==> config.mk <==
export PLATFORM = sky130hd
export DESIGN_NAME = branch_cond_unit
export DESIGN_NICKNAME = d
export VERILOG_FILES = /design/src/rtl/branch_cond_unit.sv
export SDC_FILE = /design/constraint.sdc
export NUM_CORES = 1
export LEC_CHECK = 0
export ABC_AREA = 0
export CAP_MARGIN = 20
export CORE_AREA = 4 4 140 142
export CTS_BUF_LIST = sky130_fd_sc_hd__clkbuf_16
export CTS_CLUSTER_DIAMETER = 150
export DETAILED_ROUTE_END_ITERATION = 6
export DIE_AREA = 0 0 144 146
export PLACE_DENSITY = 0.69
export SYNTH_ARGS = -nofsm -noshare
export SYNTH_HDL_FRONTEND = slang
export SYNTH_SLANG_ARGS = --single-unit
==> constraint.sdc <==
create_clock -name clk -period 2.9 [get_ports clk]
set_clock_uncertainty 0.15 [all_clocks]
set_input_delay 0.58 -clock clk [delete_from_list [all_inputs] [get_ports clk]]
set_output_delay 0.58 -clock clk [all_outputs]
set_load 0.1 [all_outputs]
==> src/rtl/branch_cond_unit.sv <==
// Purpose: resolve a signed branch condition, pick next-PC, queue {taken, pc} toward fetch.
// Latency: entry pushed at edge N is presented at out_* after edge N (combinational read of head).
// Backpressure: in_ready = !full only; a full queue refuses input even while it pops.
//
// Ports:
//   clk, rst_n          clock, synchronous active-low reset
//   flush               drops all queued entries and the same-cycle input, suppresses pop
//   in_valid/in_ready   request handshake carrying in_a, in_cond, in_pc_next, in_target
//   out_valid/out_ready head-entry handshake carrying out_taken, out_pc
//   eval_count          saturating count of accepted evaluations
//   taken_count         saturating count of accepted taken evaluations
module branch_cond_unit #(
    parameter int WIDTH     = 32,
    parameter int DEPTH     = 4,
    parameter int CNT_WIDTH = 16
) (
    input  logic                 clk,
    input  logic                 rst_n,
    input  logic                 flush,
    input  logic                 in_valid,
    output logic                 in_ready,
    input  logic [WIDTH-1:0]     in_a,
    input  logic [2:0]           in_cond,
    input  logic [WIDTH-1:0]     in_pc_next,
    input  logic [WIDTH-1:0]     in_target,
    output logic                 out_valid,
    input  logic                 out_ready,
    output logic                 out_taken,
    output logic [WIDTH-1:0]     out_pc,
    output logic [CNT_WIDTH-1:0] eval_count,
    output logic [CNT_WIDTH-1:0] taken_count
);

    localparam int AW = $clog2(DEPTH);

    localparam logic [2:0] COND_NEVER  = 3'd0;
    localparam logic [2:0] COND_LT     = 3'd1;
    localparam logic [2:0] COND_GT     = 3'd2;
    localparam logic [2:0] COND_EQ     = 3'd3;
    localparam logic [2:0] COND_NE     = 3'd4;
    localparam logic [2:0] COND_LE     = 3'd5;
    localparam logic [2:0] COND_GE     = 3'd6;
    localparam logic [2:0] COND_ALWAYS = 3'd7;

    localparam logic [AW:0]          PTR_ONE = {{AW{1'b0}}, 1'b1};
    localparam logic [CNT_WIDTH-1:0] CNT_ONE = {{(CNT_WIDTH-1){1'b0}}, 1'b1};
    localparam logic [CNT_WIDTH-1:0] CNT_MAX = '1;

    // Pointers carry one extra wrap bit so full and empty are distinguishable.
    logic [AW:0]          wr_ptr_q, wr_ptr_d;
    logic [AW:0]          rd_ptr_q, rd_ptr_d;
    logic [CNT_WIDTH-1:0] eval_cnt_q, eval_cnt_d;
    logic [CNT_WIDTH-1:0] taken_cnt_q, taken_cnt_d;

    // Storage is never reset; out_* are don't-care while empty.
    logic [WIDTH:0] mem_q [DEPTH];
    logic [WIDTH:0] mem_d [DEPTH];

    logic             a_neg, a_zero, taken;
    logic [WIDTH-1:0] pc_sel;
    logic             full, empty, push, pop;

    always_comb begin
        a_neg  = in_a[WIDTH-1];
        a_zero = (in_a == '0);
        taken  = 1'b0;
        case (in_cond)
            COND_NEVER:  taken = 1'b0;
            COND_LT:     taken = a_neg;
            COND_GT:     taken = !a_neg && !a_zero;
            COND_EQ:     taken = a_zero;
            COND_NE:     taken = !a_zero;
            COND_LE:     taken = a_neg || a_zero;
            COND_GE:     taken = !a_neg;
            COND_ALWAYS: taken = 1'b1;
            default:     taken = 1'b0;
        endcase
        pc_sel = taken ? in_target : in_pc_next;
    end

    assign full  = (wr_ptr_q[AW-1:0] == rd_ptr_q[AW-1:0]) && (wr_ptr_q[AW] != rd_ptr_q[AW]);
    assign empty = (wr_ptr_q == rd_ptr_q);

    assign in_ready  = !full;
    assign out_valid = !empty;

    // A flush cycle still completes the input handshake, but nothing is stored or counted.
    assign push = in_valid && in_ready && !flush;
    assign pop  = out_valid && out_ready && !flush;

    always_comb begin
        wr_ptr_d    = wr_ptr_q;
        rd_ptr_d    = rd_ptr_q;
        eval_cnt_d  = eval_cnt_q;
        taken_cnt_d = taken_cnt_q;
        mem_d       = mem_q;

        if (flush) begin
            wr_ptr_d = '0;
            rd_ptr_d = '0;
        end else begin
            if (push) begin
                wr_ptr_d = wr_ptr_q + PTR_ONE;
                mem_d[wr_ptr_q[AW-1:0]] = {taken, pc_sel};
            end
            if (pop) begin
                rd_ptr_d = rd_ptr_q + PTR_ONE;
            end
        end

        if (push && (eval_cnt_q != CNT_MAX)) begin
            eval_cnt_d = eval_cnt_q + CNT_ONE;
        end
        if (push && taken && (taken_cnt_q != CNT_MAX)) begin
            taken_cnt_d = taken_cnt_q + CNT_ONE;
        end
    end

    always_ff @(posedge clk) begin
        if (!rst_n) begin
            wr_ptr_q    <= '0;
            rd_ptr_q    <= '0;
            eval_cnt_q  <= '0;
            taken_cnt_q <= '0;
        end else begin
            wr_ptr_q    <= wr_ptr_d;
            rd_ptr_q    <= rd_ptr_d;
            eval_cnt_q  <= eval_cnt_d;
            taken_cnt_q <= taken_cnt_d;
        end
    end

    // A write during reset is harmless: reset empties the queue, so the entry is never read.
    always_ff @(posedge clk) begin
        mem_q <= mem_d;
    end

    assign out_taken   = mem_q[rd_ptr_q[AW-1:0]][WIDTH];
    assign out_pc      = mem_q[rd_ptr_q[AW-1:0]][WIDTH-1:0];
    assign eval_count  = eval_cnt_q;
    assign taken_count = taken_cnt_q;

endmodule

Word level (Yosys, flattened, before mapping)
Index checks and enable logic that the tools add are counted.
Cells by class
  $add $sub $neg: 4
  order comparisons: 3
  equal/unequal tests: 12
  muxes and demuxes: 8
  bitwise gates (word level): 4
  reduce and logical (&&, ||, !) cells: 20
Operators with widths (count)
  bitwise mux 132 bit: 1
  2-to-1 mux 33 bit: 3
  binary-select mux 33 bit (select 2 bit): 1
  demux 33 bit (select 2 bit): 1
  adder 16 x 1 -> 16 bit, second input constant: 2
  zero test 32 bit: 1
  2-to-1 mux 32 bit: 1
  inequality test 16 bit, second input constant: 2
  == test 3 bit, second input constant: 4
  logical AND 1 bit: 10
  case mux 1 bit (8 select lines): 1
  adder 3 x 1 -> 3 bit, second input constant: 2
  == test 3 x 2 -> 1 bit, second input constant: 2
  greater-or-equal comparator 3 bit, second input constant: 2
  inverter 2 -> 3 bit: 2
  zero test 1 bit: 5
  == test 3 x 1 -> 1 bit, second input constant: 1
  == test 3 bit: 1
  zero test 3 bit: 1
  less-than comparator 3 x 1 -> 1 bit, second input constant: 1
  == test 2 bit: 1
  inverter 1 bit: 2
  AND reduction 2 bit: 1
  OR reduction 2 bit: 1
  other kinds (2): 2
Storage, ports and cells
  bits in registers: 170
  input port bits: 104
  output and inout port bits: 67
  word-level logic and storage cells: 59

Longest topological paths before layout
Gate-level depths: netlist of the first run.
  depth after elaboration: 7
  mapped depth: 8
  mapped depth without buffers: 7

Least setup slack after synthesis of the first run
No wires, ideal clock.
  path type: reg2reg
  start point: register taken_cnt_q[0], in the netlist taken_count[0]
  end point: register taken_cnt_q[11], in the netlist taken_count[11]
  setup time: 0.115 ns
  arrival time: 2.489 ns
  data required time: 2.635 ns
  path slack: 0.147 ns
  stages on the path, launching flop included: 9
  buffers on the path: 1
  clock period less this slack: 2.753 ns
  cell sequence: dfxtp_1 -> ha_1 -> nand2_1 -> nor4_1 -> a21oi_2 -> nand3_2 -> buf_2 -> nor4_1 -> o21a_1
On the way
  longest elaborated chain between the ends: 2
  elaborated cells on any way between the ends: 3
  those cells by class: add/sub (1); eq/ne (1); reduce/logical (1)
Ends and longest elaborated chain
  from (decl): RTL line 53  | logic [CNT_WIDTH-1:0] taken_cnt_q, taken_cnt_d;
  from (signal assigned): RTL line 129  | taken_cnt_q <= taken_cnt_d;
  parallel branches: the longest is 2 deep, another holds adder 16 x 1 -> 16 bit
Parallel ways; which one is timed is not known.
A chain may end at the register's enable or synchronous reset.

Final worst setup path of the first run
  start point: register rd_ptr_q[0]
  end point: output out_pc[15]
On the way
  longest elaborated chain between the ends: 4
Ends and longest elaborated chain
  from (decl): RTL line 51  | logic [AW:0] rd_ptr_q, rd_ptr_d;
  from (signal assigned): RTL line 127  | rd_ptr_q <= rd_ptr_d;
  inverter 2 -> 3 bit (implied by the code): RTL line 139  | assign out_pc = mem_q[rd_ptr_q[AW-1:0]][WIDTH-1:0];
  binary-select mux 33 bit (select 2 bit): RTL line 139
  2-to-1 mux 33 bit (implied by the code) (2 in a row): RTL line 139
  to (decl): RTL line 29  | output logic [WIDTH-1:0] out_pc,
Every way passes these cells. The select of a mux whose other input is x is not followed.

==> results of run 1 <==
[worst reg2reg max path, delay by kind of cell, from the launching register on]
kind             cells  cell delay, ns
XOR/XNOR             1            0.13
flip-flops           1            0.43
AO/OA/AOI/OAI        3            0.80
AND/OR/NAND/NOR      2            0.71
[final cells by class]
class                   count  area, um^2
repair buffers            195        2210
clock inverters            15         144
well taps                 234         293
clock buffers              17         425
flip-flops and latches    170        4730
multi-input cells         263        2370
inverters                  10        37.5
fillers                  1471        8250
[final timing paths]
path | start | end | cells past startpoint
min | taken_count[10] | taken_count[10] | 2
max | rd_ptr_q[0] | out_pc[15] | 3
max reg2reg | wr_ptr_q[0] | taken_count[13] | 6
min reg2reg | taken_count[10] | taken_count[10] | 2
[layout by cell type, fill, tap and decap left out, types with 6 or more instances in the layout]
master                            netlist  layout
sky130_fd_sc_hd__edfxtp_1             132     132
sky130_fd_sc_hd__clkdlybuf4s50_1        0     103
sky130_fd_sc_hd__buf_4                  1      52
sky130_fd_sc_hd__buf_12                 0      39
sky130_fd_sc_hd__dfxtp_1               38      36
sky130_fd_sc_hd__mux4_2                33      33
sky130_fd_sc_hd__mux2_2                33      33
sky130_fd_sc_hd__nand2_1               31      30
sky130_fd_sc_hd__nor2_1                26      26
sky130_fd_sc_hd__clkbuf_16              0      17
sky130_fd_sc_hd__nand3_1               12      12
sky130_fd_sc_hd__mux2i_1               12      12
sky130_fd_sc_hd__xnor2_1               11      11
sky130_fd_sc_hd__nor4_1                11      11
sky130_fd_sc_hd__nand4_1               11      11
sky130_fd_sc_hd__inv_1                 10      10
sky130_fd_sc_hd__nor3_1                10      10
sky130_fd_sc_hd__nand2b_1               9       9
sky130_fd_sc_hd__xor2_1                 8       8
sky130_fd_sc_hd__a21oi_1                8       8
sky130_fd_sc_hd__o21ai_0                7       7
sky130_fd_sc_hd__ha_1                   7       7
sky130_fd_sc_hd__or3_1                  6       6
[routing by layer]
layer | GRT usage, % | vias up | part of all wire, % | wire length (um)
li1 | - | 2185 | - | -
met1 | 19.0 | 2323 | 39 | 6470
met2 | 27.5 | 155 | 52 | 8590
met3 | 4.70 | 22 | 6.8 | 1120
met4 | 4.52 | 0 | 1.4 | 234
met5 | 0 | - | 0 | 0
[power breakdown]
part | switching (mW) | leakage [nW] | internal [mW] | total (mW)
logic | 0.447 | 1.72 | 0.363 | 0.810
clock network | 1.01 | 0.274 | 1.14 | 2.16
registers | 0.0141 | 1.51 | 2.69 | 2.71
[sequential cells by signal (all words and copies together), names as in the netlist]
register,flops
eval_count,16
mem_q,132
rd_ptr_q,3
taken_count,16
wr_ptr_q,3
[kinds of logic after synthesis]
| kind of cell | Yosys count |
|---|---|
| AND/OR/NAND/NOR | 132 |
| AO/OA/AOI/OAI | 26 |
| multiplexers | 78 |
| adder cells (fa/ha/maj) | 7 |
| XOR/XNOR | 20 |
| buffers and inverters | 27 |
| flip-flops | 170 |
[per-stage QoR]
| step | hold slack [ns] | TNS [ns] |
|---|---|---|
| after global placement | 0.326 | -0.562 |
| after CTS | 0.353 | 0 |
| after detailed placement | 0.336 | -15.20 |
| final | 0.353 | 0 |
| after global routing | 0.396 | 0 |
| after floorplan | 0.343 | 0 |
==> run summary, run 1 <==
================================================================================
Vertical die dimension                                                    146 um
Count of instances resized after the clock tree is built                       0
Utilization after layout                                                   55.3%
Synthesis-stage register bit count                                           170
Worst-path clk slew                                                      0.07 ns
Max-cap viol count                                                             0
Cells traversed along the worst timing path                         buf_4, mux4_2, buf_12
Top cells by count, synth                                           sky130_fd_sc_hd__edfxtp_1 (132), sky130_fd_sc_hd__dfxtp_1 (38), sky130_fd_sc_hd__mux2_2 (33), sky130_fd_sc_hd__mux4_2 (33), sky130_fd_sc_hd__nand2_1 (31)
Number of pins with negative max-slew slack in the final report                0
Fin nets                                                                     768
Min-Delay Path Class                                                flip-flop to flip-flop
Number of buffer and inverter stages on the critical path                      2
Final Hold Violating Endpoints                                                 0
Die area                                                             21,000 um^2
Count of input and output buffers                                            170
Number of rows created at floorplan                                           50
Synth Area in Adders                                                       1.22%
Cell area after synthesis                                              7210 um^2
Final instance area                                                  10,200 um^2
TritonCTS clock tree                                                       built
Clock Tree Root                                                     sky130_fd_sc_hd__clkbuf_16
Top cells by area, synth                                            sky130_fd_sc_hd__edfxtp_1 (55%), sky130_fd_sc_hd__dfxtp_1 (11%), sky130_fd_sc_hd__mux4_2 (10%)
Run status                                                          complete, no violations
Clock network latency to the later pin of the worst-skew pair            0.42 ns
Initial core utilization                                                   39.1%
Unrepaired setup endpoints after global routing                            false
Detailed-route via count                                                   4,685
Initial antenna violation count                                                0
EDFF count, synth                                                            132
Number of buffers added to fix hold violations after cts                       0
Leftover overflow at the end of global routing                                 0
Max stage delay on crit path                                             0.62 ns
Number of detailed-routing iterations run before antenna repair                5
DP Wirelength                                                          11,700 um
Power density over cell area                                         556 nW/um^2
Detailed Route Iter0 Violations                                              167
Mux cell area share after synthesis                                        17.1%
Async set-or-reset flop fraction in the synthesized netlist                   0%
Largest voltage drop on the vdd net                                       388 uV
Type of the setup path with the least slack                         flip-flop to output port
Post-Layout Cell Count                                                       904
# DRC                                                                          0
Leakage power of the design                                              3.50 nW
Synth-to-layout area growth                                                41.6%
Ratio of final minimum period to clock period                              94.8%
Most area-hungry cell type in the Yosys netlist                     sky130_fd_sc_hd__edfxtp_1
First-pass GRT wire length                                             25,800 um
Diodes inserted                                                                0
Worst-margin pin slew                                                   0.745 ns
Floorplan core area                                                  18,500 um^2
Main combinational cell family by area after synthesis              multiplexers
Top fanout value on the critical path                                         22
Share of the synthesized netlist area taken by xor and xnor gates          2.53%
Highest-delay cell along the critical path                          sky130_fd_sc_hd__mux4_2
Worst setup slack after layout                                          0.151 ns
Number of global-route vias before repair                                  4,920
Kind of end point of the critical path                               output port
Final Routed Wirelength                                                16,400 um
Final routed wire length divided by cell count                           18.2 um
Post-detailed-route count of antenna-violating nets                            0
GR Util All Layers                                                         15.9%
Data arrival time of the critical path                                   2.02 ns
Num ports                                                                    171
Nature of the critical path startpoint                                 flip-flop
Number of vias per cell                                                     5.18
Simple-gate portion of the synthesized area                                9.41%
Maximum number of pins on one net before global-route repair                  33
RePlAce Congestion                                                         0.785
Count of buffers added by post-CTS timing repair for setup                     0
Largest delay contributor family on the critical path               multiplexers
Total power                                                              5.67 mW
Worst reg-to-reg setup slack                                             0.62 ns
Worst rel slew slack                                                       50.2%
Share of cells above drive strength 1                                      30.6%
Post-Syn Instances                                                           460
Mean instance size in the synthesized netlist                          15.7 um^2
TritonCTS buffer count                                                        17
Register area share after synthesis                                        65.6%
Placement-stage cell area                                              9630 um^2
Most used flip-flop cell after synthesis                            sky130_fd_sc_hd__edfxtp_1
Cell with the most instances after synthesis                        sky130_fd_sc_hd__edfxtp_1
Synth unique cells                                                            43
CTS HTree Levels                                                               4
Ys Warns                                                                       0
WP data required                                                         2.17 ns
Area fraction in compound gates after synthesis                            2.50%
Largest buffer count on any clock path                                         2
Die Span X                                                                144 um
Post-synth top area share                                                  55.0%
Setup-failing EPs final                                                        0
Worst slack, placed                                                    -0.170 ns
Clock sink count                                                             170
Fmax                                                                   0.364 GHz
Post-route minimum period                                                2.75 ns
DP Cell Count                                                                871
Syn Nets                                                                     571
================================================================================
Power figures use the tool's default switching activity.
==> run 2: changes to the inputs <==
CORE_AREA = 4 4 133 148   (was 4 4 140 142)
DIE_AREA = 0 0 137 152   (was 0 0 144 146)
MAX_ROUTING_LAYER = met4   (was unset)
PLACE_DENSITY = 0.7   (was 0.69)
SETUP_SLACK_MARGIN = 0.4   (was unset)
==> run summary, run 2 (synthesized netlist as in run 1, its figures left out) <==
==================================================================================
Clock sink count                                                               170
Largest voltage drop on the vdd net                                         403 uV
Initial core utilization                                                     39.6%
Setup TNS                                                                     0 ns
CTS HTree Levels                                                                 4
Num ports                                                                      171
Run status                                                            complete, no violations
Number of detailed-routing iterations run before antenna repair                  6
Worst reg-to-reg setup slack                                               0.60 ns
Number of global-route vias before repair                                    5,035
Diodes inserted                                                                  0
Register share of total power                                                46.7%
Worst-path clk slew                                                        0.06 ns
Leftover overflow at the end of global routing                                   0
Largest buffer count on any clock path                                           2
Clock network latency to the later pin of the worst-skew pair              0.42 ns
TritonCTS clock tree                                                         built
Worst setup slack after layout                                            0.394 ns
Die Span X                                                                  137 um
Power Internal                                                             4.36 mW
Terminus of the critical flop-to-flop path                            taken_count[13]
Combinational cell fraction of total power                                   14.6%
First-pass GRT wire length                                               26,000 um
Number of pins with negative max-slew slack in the final report                  0
Final Routed Wirelength                                                  17,500 um
Floorplan core area                                                    18,200 um^2
Detail Route met3 WL                                                        916 um
Post-detailed-route count of antenna-violating nets                              0
Number of buffers added to fix hold violations after cts                         0
Worst hold path cell count                                                       2
Power density over cell area                                           550 nW/um^2
Final Hold Violating Endpoints                                                   0
Most common cell after layout, fill and taps aside                    sky130_fd_sc_hd__edfxtp_1
GR Util All Layers                                                           16.7%
Kind of end point of the critical path                                 output port
Type of the setup path with the least slack                           flip-flop to output port
Data arrival time of the critical path                                     1.78 ns
Most used cells in the layout excluding fill and tap cells            sky130_fd_sc_hd__edfxtp_1 (132), sky130_fd_sc_hd__clkdlybuf4s50_1 (84), sky130_fd_sc_hd__buf_4 (52)
Worst-margin pin slew                                                     0.778 ns
Maximum number of pins on one net before global-route repair                    36
Switching share of total power                                               24.8%
Unrepaired setup endpoints after global routing                               true
Top fanout value on the critical path                                           12
Setup-failing EPs final                                                          0
# DRC                                                                            0
Leakage power of the design                                                3.77 nW
NetSw                                                                      1.44 mW
Clock Power Share                                                            38.7%
Min-Delay Path Class                                                  flip-flop to flip-flop
Ratio of final minimum period to clock period                                86.4%
Worst slack, placed                                                     -0.0685 ns
Post-route minimum period                                                  2.51 ns
TritonCTS buffer count                                                          17
Top routing layer in use                                                      met4
Count of input and output buffers                                              170
Worst rel slew slack                                                         48.1%
Final routed wire length divided by cell count                             19.0 um
Fmax                                                                     0.399 GHz
Reg2reg path depth                                                               7
Worst hold start                                                      taken_count[4]
Met2 wirelength from detailed routing                                      9180 um
RePlAce Congestion                                                           0.834
Number of rows created at floorplan                                             52
Max-cap viol count                                                               0
Nature of the critical path startpoint                                   flip-flop
Flip-flop count of the largest register, all copies and words added            132
Share of cells above drive strength 1                                        34.8%
Post-Layout Cell Count                                                         919
Met1 layer wirelength in the final routing                                 7170 um
WP data required                                                           2.17 ns
Filler instances                                                             1,399
Synth-to-layout area growth                                                  46.5%
Detailed-route via count                                                     4,699
Initial antenna violation count                                                  0
Number of vias per cell                                                       5.11
Vertical die dimension                                                      152 um
Fin nets                                                                       775
DP Cell Count                                                                  879
Detailed Route Iter0 Violations                                                165
Clock Tree Root                                                       sky130_fd_sc_hd__clkbuf_16
Die area                                                               20,800 um^2
Hold Path End                                                         taken_count[4]
DP Wirelength                                                            11,700 um
Largest register by flop count                                               mem_q
RR Startpoint                                                          rd_ptr_q[0]
==================================================================================
run 2: area by class of cell:
type,instances,area (um^2),share of cell area [%]
Sequential cell,170,4740,44.9
Multi-Input combinational cell,263,2490,23.6
Timing Repair Buffer,202,2400,22.7
Clock buffer,17,425,4.03
Tap cell,243,304,2.88
Clock inverter,14,161,1.53
Inverter,10,37.5,0.355
run 2: critical path, stage by stage, from the launching register on:
cell and delay [ns]:
sky130_fd_sc_hd__dfxtp_4 0.42, sky130_fd_sc_hd__buf_12 0.17, sky130_fd_sc_hd__mux4_2 0.57, sky130_fd_sc_hd__buf_12 0.20
run 2: stage by stage:
stage | cell area (um^2) | util (%) | total power, mW | hold slack, ns
after floorplan | 7230 | - | 3.20 | 0.343
after global placement | 9660 | 53.0 | 3.56 | 0.318
after detailed placement | 9660 | 53.0 | 3.58 | 0.327
after CTS | 10300 | 56.8 | 5.84 | 0.337
after global routing | 10600 | 58.0 | 6.02 | 0.369
final | 10600 | 58.0 | 5.81 | 0.333
run 2: layer usage:
metal	GRT usage, %	vias to the layer above
met5	-	-
met4	4.42	0
met3	3.84	16
met2	28.2	128
met1	20.1	2359
li1	-	2196
run 2: how the worst max path moves through the flow:
stage,start,to,slack [ns],cells past startpoint
floorplan,eval_count[6],eval_count[14],0.40,7
global placement,in_a[17],taken_count[13],-0.005,8
detailed placement,in_a[22],taken_count[13],-0.07,8
CTS,rd_ptr_q[0],out_taken,0.36,3
global route,in_a[4],taken_count[12],0.30,9
finish,rd_ptr_q[0],out_taken,0.39,3
run 2: what timing repair did:
| item | 4_1_cts | 5_1_grt |
|---|---|---|
| resized for setup | 12 | 37 |
| endpoints found under the setup margin | 95 | 169 |
| gates cloned | 1 | 2 |
| pin swaps | 5 | 18 |
| buffers inserted | 2 | 4 |
run 2: power by group through the flow:
stage                     clock network [mW]  registers (mW)  logic [mW]
final                                   2.25            2.71       0.850
after global routing                    2.43            2.71       0.886
after CTS                               2.30            2.71       0.825
after detailed placement                   0            2.76       0.816
after global placement                     0            2.76       0.800
after floorplan                            0            2.78       0.425
==> run 3: changes to the inputs <==
ABC_AREA = 1   (was 0)
CORE_AREA = 4 4 136 151   (was 4 4 133 148)
DIE_AREA = 0 0 140 155   (was 0 0 137 152)
MAX_ROUTING_LAYER = unset   (was met4)
PLACE_DENSITY = 0.72   (was 0.7)
clock period = 2.3 ns   (was 2.9 ns; I/O delays follow)
==> run summary, run 3 <==
==================================================================================
Flip-flop count of the largest register, all copies and words added            132
Cell with the most instances after synthesis                          sky130_fd_sc_hd__nand2_1
# DRC                                                                            0
Most used flip-flop cell after synthesis                              sky130_fd_sc_hd__edfxtp_1
Max stage delay on crit path                                               0.44 ns
Clock sink count                                                               170
Cell area after synthesis                                                7530 um^2
Largest delay contributor family on the critical path                 buffers and inverters
Top Usage Layer GRT                                                           met2
Maximum number of pins on one net before global-route repair                    27
Post-synth top area share                                                    52.6%
NetSw                                                                      2.37 mW
Worst reg-to-reg setup slack                                               0.27 ns
Ratio of final minimum period to clock period                                99.4%
Met3 GRT Util                                                                3.90%
Cell depth of the worst setup path                                               5
RR Startpoint                                                          rd_ptr_q[0]
Register area share after synthesis                                          62.7%
Fin nets                                                                     1,143
Number of vias per cell                                                       5.18
Reg2reg path depth                                                               8
TritonCTS clock tree                                                         built
CTS HTree Levels                                                                 4
Hold Path End                                                         eval_count[8]
Ys Warns                                                                         0
Leftover overflow at the end of global routing                                   0
Cells traversed along the worst timing path                           inv_8, bufbuf_16, o21ai_4, o22ai_4, buf_12
Kind of end point of the critical path                                 output port
Switching share of total power                                               28.0%
Share of cells above drive strength 1                                        46.1%
Setup-failing EPs final                                                          0
Vertical die dimension                                                      155 um
Clock Tree Root                                                       sky130_fd_sc_hd__clkbuf_16
DP Wirelength                                                            13,200 um
Worst rel slew slack                                                         73.9%
Combinational cell fraction of total power                                   23.0%
Clock Power Share                                                            36.2%
Num ports                                                                      171
Synth unique cells                                                              34
Detailed Route Iter0 Violations                                                302
Worst-margin pin slew                                                     0.388 ns
Nature of the critical path startpoint                                   flip-flop
Max-cap viol count                                                               0
Unrepaired setup endpoints after global routing                               true
Placement-stage cell area                                              10,600 um^2
Number of buffer and inverter stages on the critical path                        3
Number of pins with negative max-slew slack in the final report                  0
Most common cell after layout, fill and taps aside                    sky130_fd_sc_hd__edfxtp_1
Post-Syn Instances                                                             792
Final instance area                                                    13,200 um^2
Async set-or-reset flop fraction in the synthesized netlist                     0%
Top cells by count, synth                                             sky130_fd_sc_hd__nand2_1 (175), sky130_fd_sc_hd__nor2_1 (146), sky130_fd_sc_hd__edfxtp_1 (132), sky130_fd_sc_hd__o21ai_0 (71), sky130_fd_sc_hd__inv_1 (45)
Initial antenna violation count                                                  0
Top cells by area, synth                                              sky130_fd_sc_hd__edfxtp_1 (53%), sky130_fd_sc_hd__dfxtp_1 (10%), sky130_fd_sc_hd__nand2_1 (8.7%)
Leakage power of the design                                                5.10 nW
Highest-delay cell along the critical path                            sky130_fd_sc_hd__dfxtp_4
Count of input and output buffers                                              170
Diodes inserted                                                                  0
Synthesis-stage register bit count                                             170
Detailed-route via count                                                     6,689
Worst-path clk slew                                                        0.07 ns
Fmax                                                                     0.437 GHz
GR Util All Layers                                                           20.4%
GR Layer Usage met1                                                          24.5%
Final routed wire length divided by cell count                             18.3 um
Power Internal                                                             6.09 mW
Floorplan core area                                                    19,000 um^2
Register share of total power                                                40.7%
First-pass GRT wire length                                               34,800 um
Met2 layer usage reported by global route                                    37.3%
Utilization after layout                                                     69.8%
Largest voltage drop on the vdd net                                         606 uV
Post-detailed-route count of antenna-violating nets                              0
Min-Delay Path Class                                                  flip-flop to flip-flop
EDFF count, synth                                                              132
Die area                                                               21,700 um^2
Type of the setup path with the least slack                           flip-flop to output port
Power density over cell area                                           639 nW/um^2
Top fanout value on the critical path                                           10
Final Hold Violating Endpoints                                                   0
Final Routed Wirelength                                                  23,700 um
Worst hold path cell count                                                       2
Initial core utilization                                                     39.7%
Number of global-route vias before repair                                    6,542
Most used cells in the layout excluding fill and tap cells            sky130_fd_sc_hd__edfxtp_1 (132), sky130_fd_sc_hd__nor2_1 (100), sky130_fd_sc_hd__nand2_1 (80)
Data arrival time of the critical path                                     1.68 ns
RePlAce Congestion                                                           0.800
Terminus of the critical flop-to-flop path                              mem_q[105]
Number of buffers added to fix hold violations after cts                         0
WP data required                                                           1.69 ns
Number of rows created at floorplan                                             53
Run status                                                            complete, no violations
Syn Nets                                                                       903
Die Span X                                                                  140 um
Most area-hungry cell type in the Yosys netlist                       sky130_fd_sc_hd__edfxtp_1
Largest buffer count on any clock path                                           2
TritonCTS buffer count                                                          17
Clock network latency to the later pin of the worst-skew pair              0.42 ns
Largest register by flop count                                               mem_q
Post-route minimum period                                                  2.29 ns
Synth-to-layout area growth                                                  75.8%
Worst hold start                                                      eval_count[8]
Number of detailed-routing iterations run before antenna repair                  5
Mean instance size in the synthesized netlist                            9.51 um^2
==================================================================================
==> run 3: power by group through the flow <==
stage               clock network (mW)  logic (mW)  registers, mW
finish                            3.06        1.95           3.45
global route                      3.26        2.03           3.45
CTS                               3.10        1.71           3.44
detailed placement                   0        1.43           3.51
global placement                     0        1.42           3.51
floorplan                            0       0.783           3.55
==> run 3: worst min-delay path: stages (launching register included) <==
cell and delay (ns):
sky130_fd_sc_hd__dfxtp_2 0.32, sky130_fd_sc_hd__inv_1 0.04, sky130_fd_sc_hd__a21oi_1 0.05
==> run 3: stage by stage <==
step           std cells   TNS, ns  power, mW  setup slack (ns)  hold WS, ns
6_report            1292         0       8.46            0.0142        0.302
3_5_place_dp        1214    -41.40       4.94            -0.327        0.296
5_1_grt             1292    -0.457       8.74           -0.0498        0.335
3_3_place_gp        1214    -38.09       4.92            -0.303        0.294
4_1_cts             1273  -0.00765       8.26          -0.00436        0.307
2_1_floorplan        792    -14.69       4.33            -0.136        0.335
==> run 3: per-layer routing <==
metal / part of all wire [%] / routed length, um
met1: 38 / 9090
met2: 54 / 12800
met3: 6.0 / 1420
met4: 1.5 / 344
met5: 0 / 0
==> run 3: how the worst max path moves through the flow <==
stage                startpoint     endpoint  slack (ns)
finish              rd_ptr_q[0]   out_pc[21]        0.01
global route        rd_ptr_q[0]   out_pc[14]       -0.05
CTS                 rd_ptr_q[0]   out_pc[29]      -0.004
detailed placement     in_a[31]    mem_q[16]       -0.33
global placement       in_a[31]    mem_q[16]       -0.30
floorplan           rd_ptr_q[1]  rd_ptr_q[2]       -0.14
==> run 3: cells by family after synthesis <==
group	synth area share (%)
compound gates	10.4
xor+xnor	0.581
fa+ha+maj	1.16
buf+inv	4.40
flops	62.7
simple gates	20.8
==> run 3: area by class of cell <==
type	count	area, um^2
Clock buffer	17	425
Clock inverter	15	210
Inverter	49	201
Sequential cell	170	4760
Tap cell	247	309
Fill cell	1344	5720
Timing Repair Buffer	254	3270
Multi-Input combinational cell	540	4070
==> run 3: repair_timing <==
action                     in CTS  in global routing
hold endpoints to repair        0                  0
gates cloned                   10                 11
buffers inserted               17                  8
setup endpoints to repair     197                331
gates resized for setup       347                168
pin swaps                      72                 71
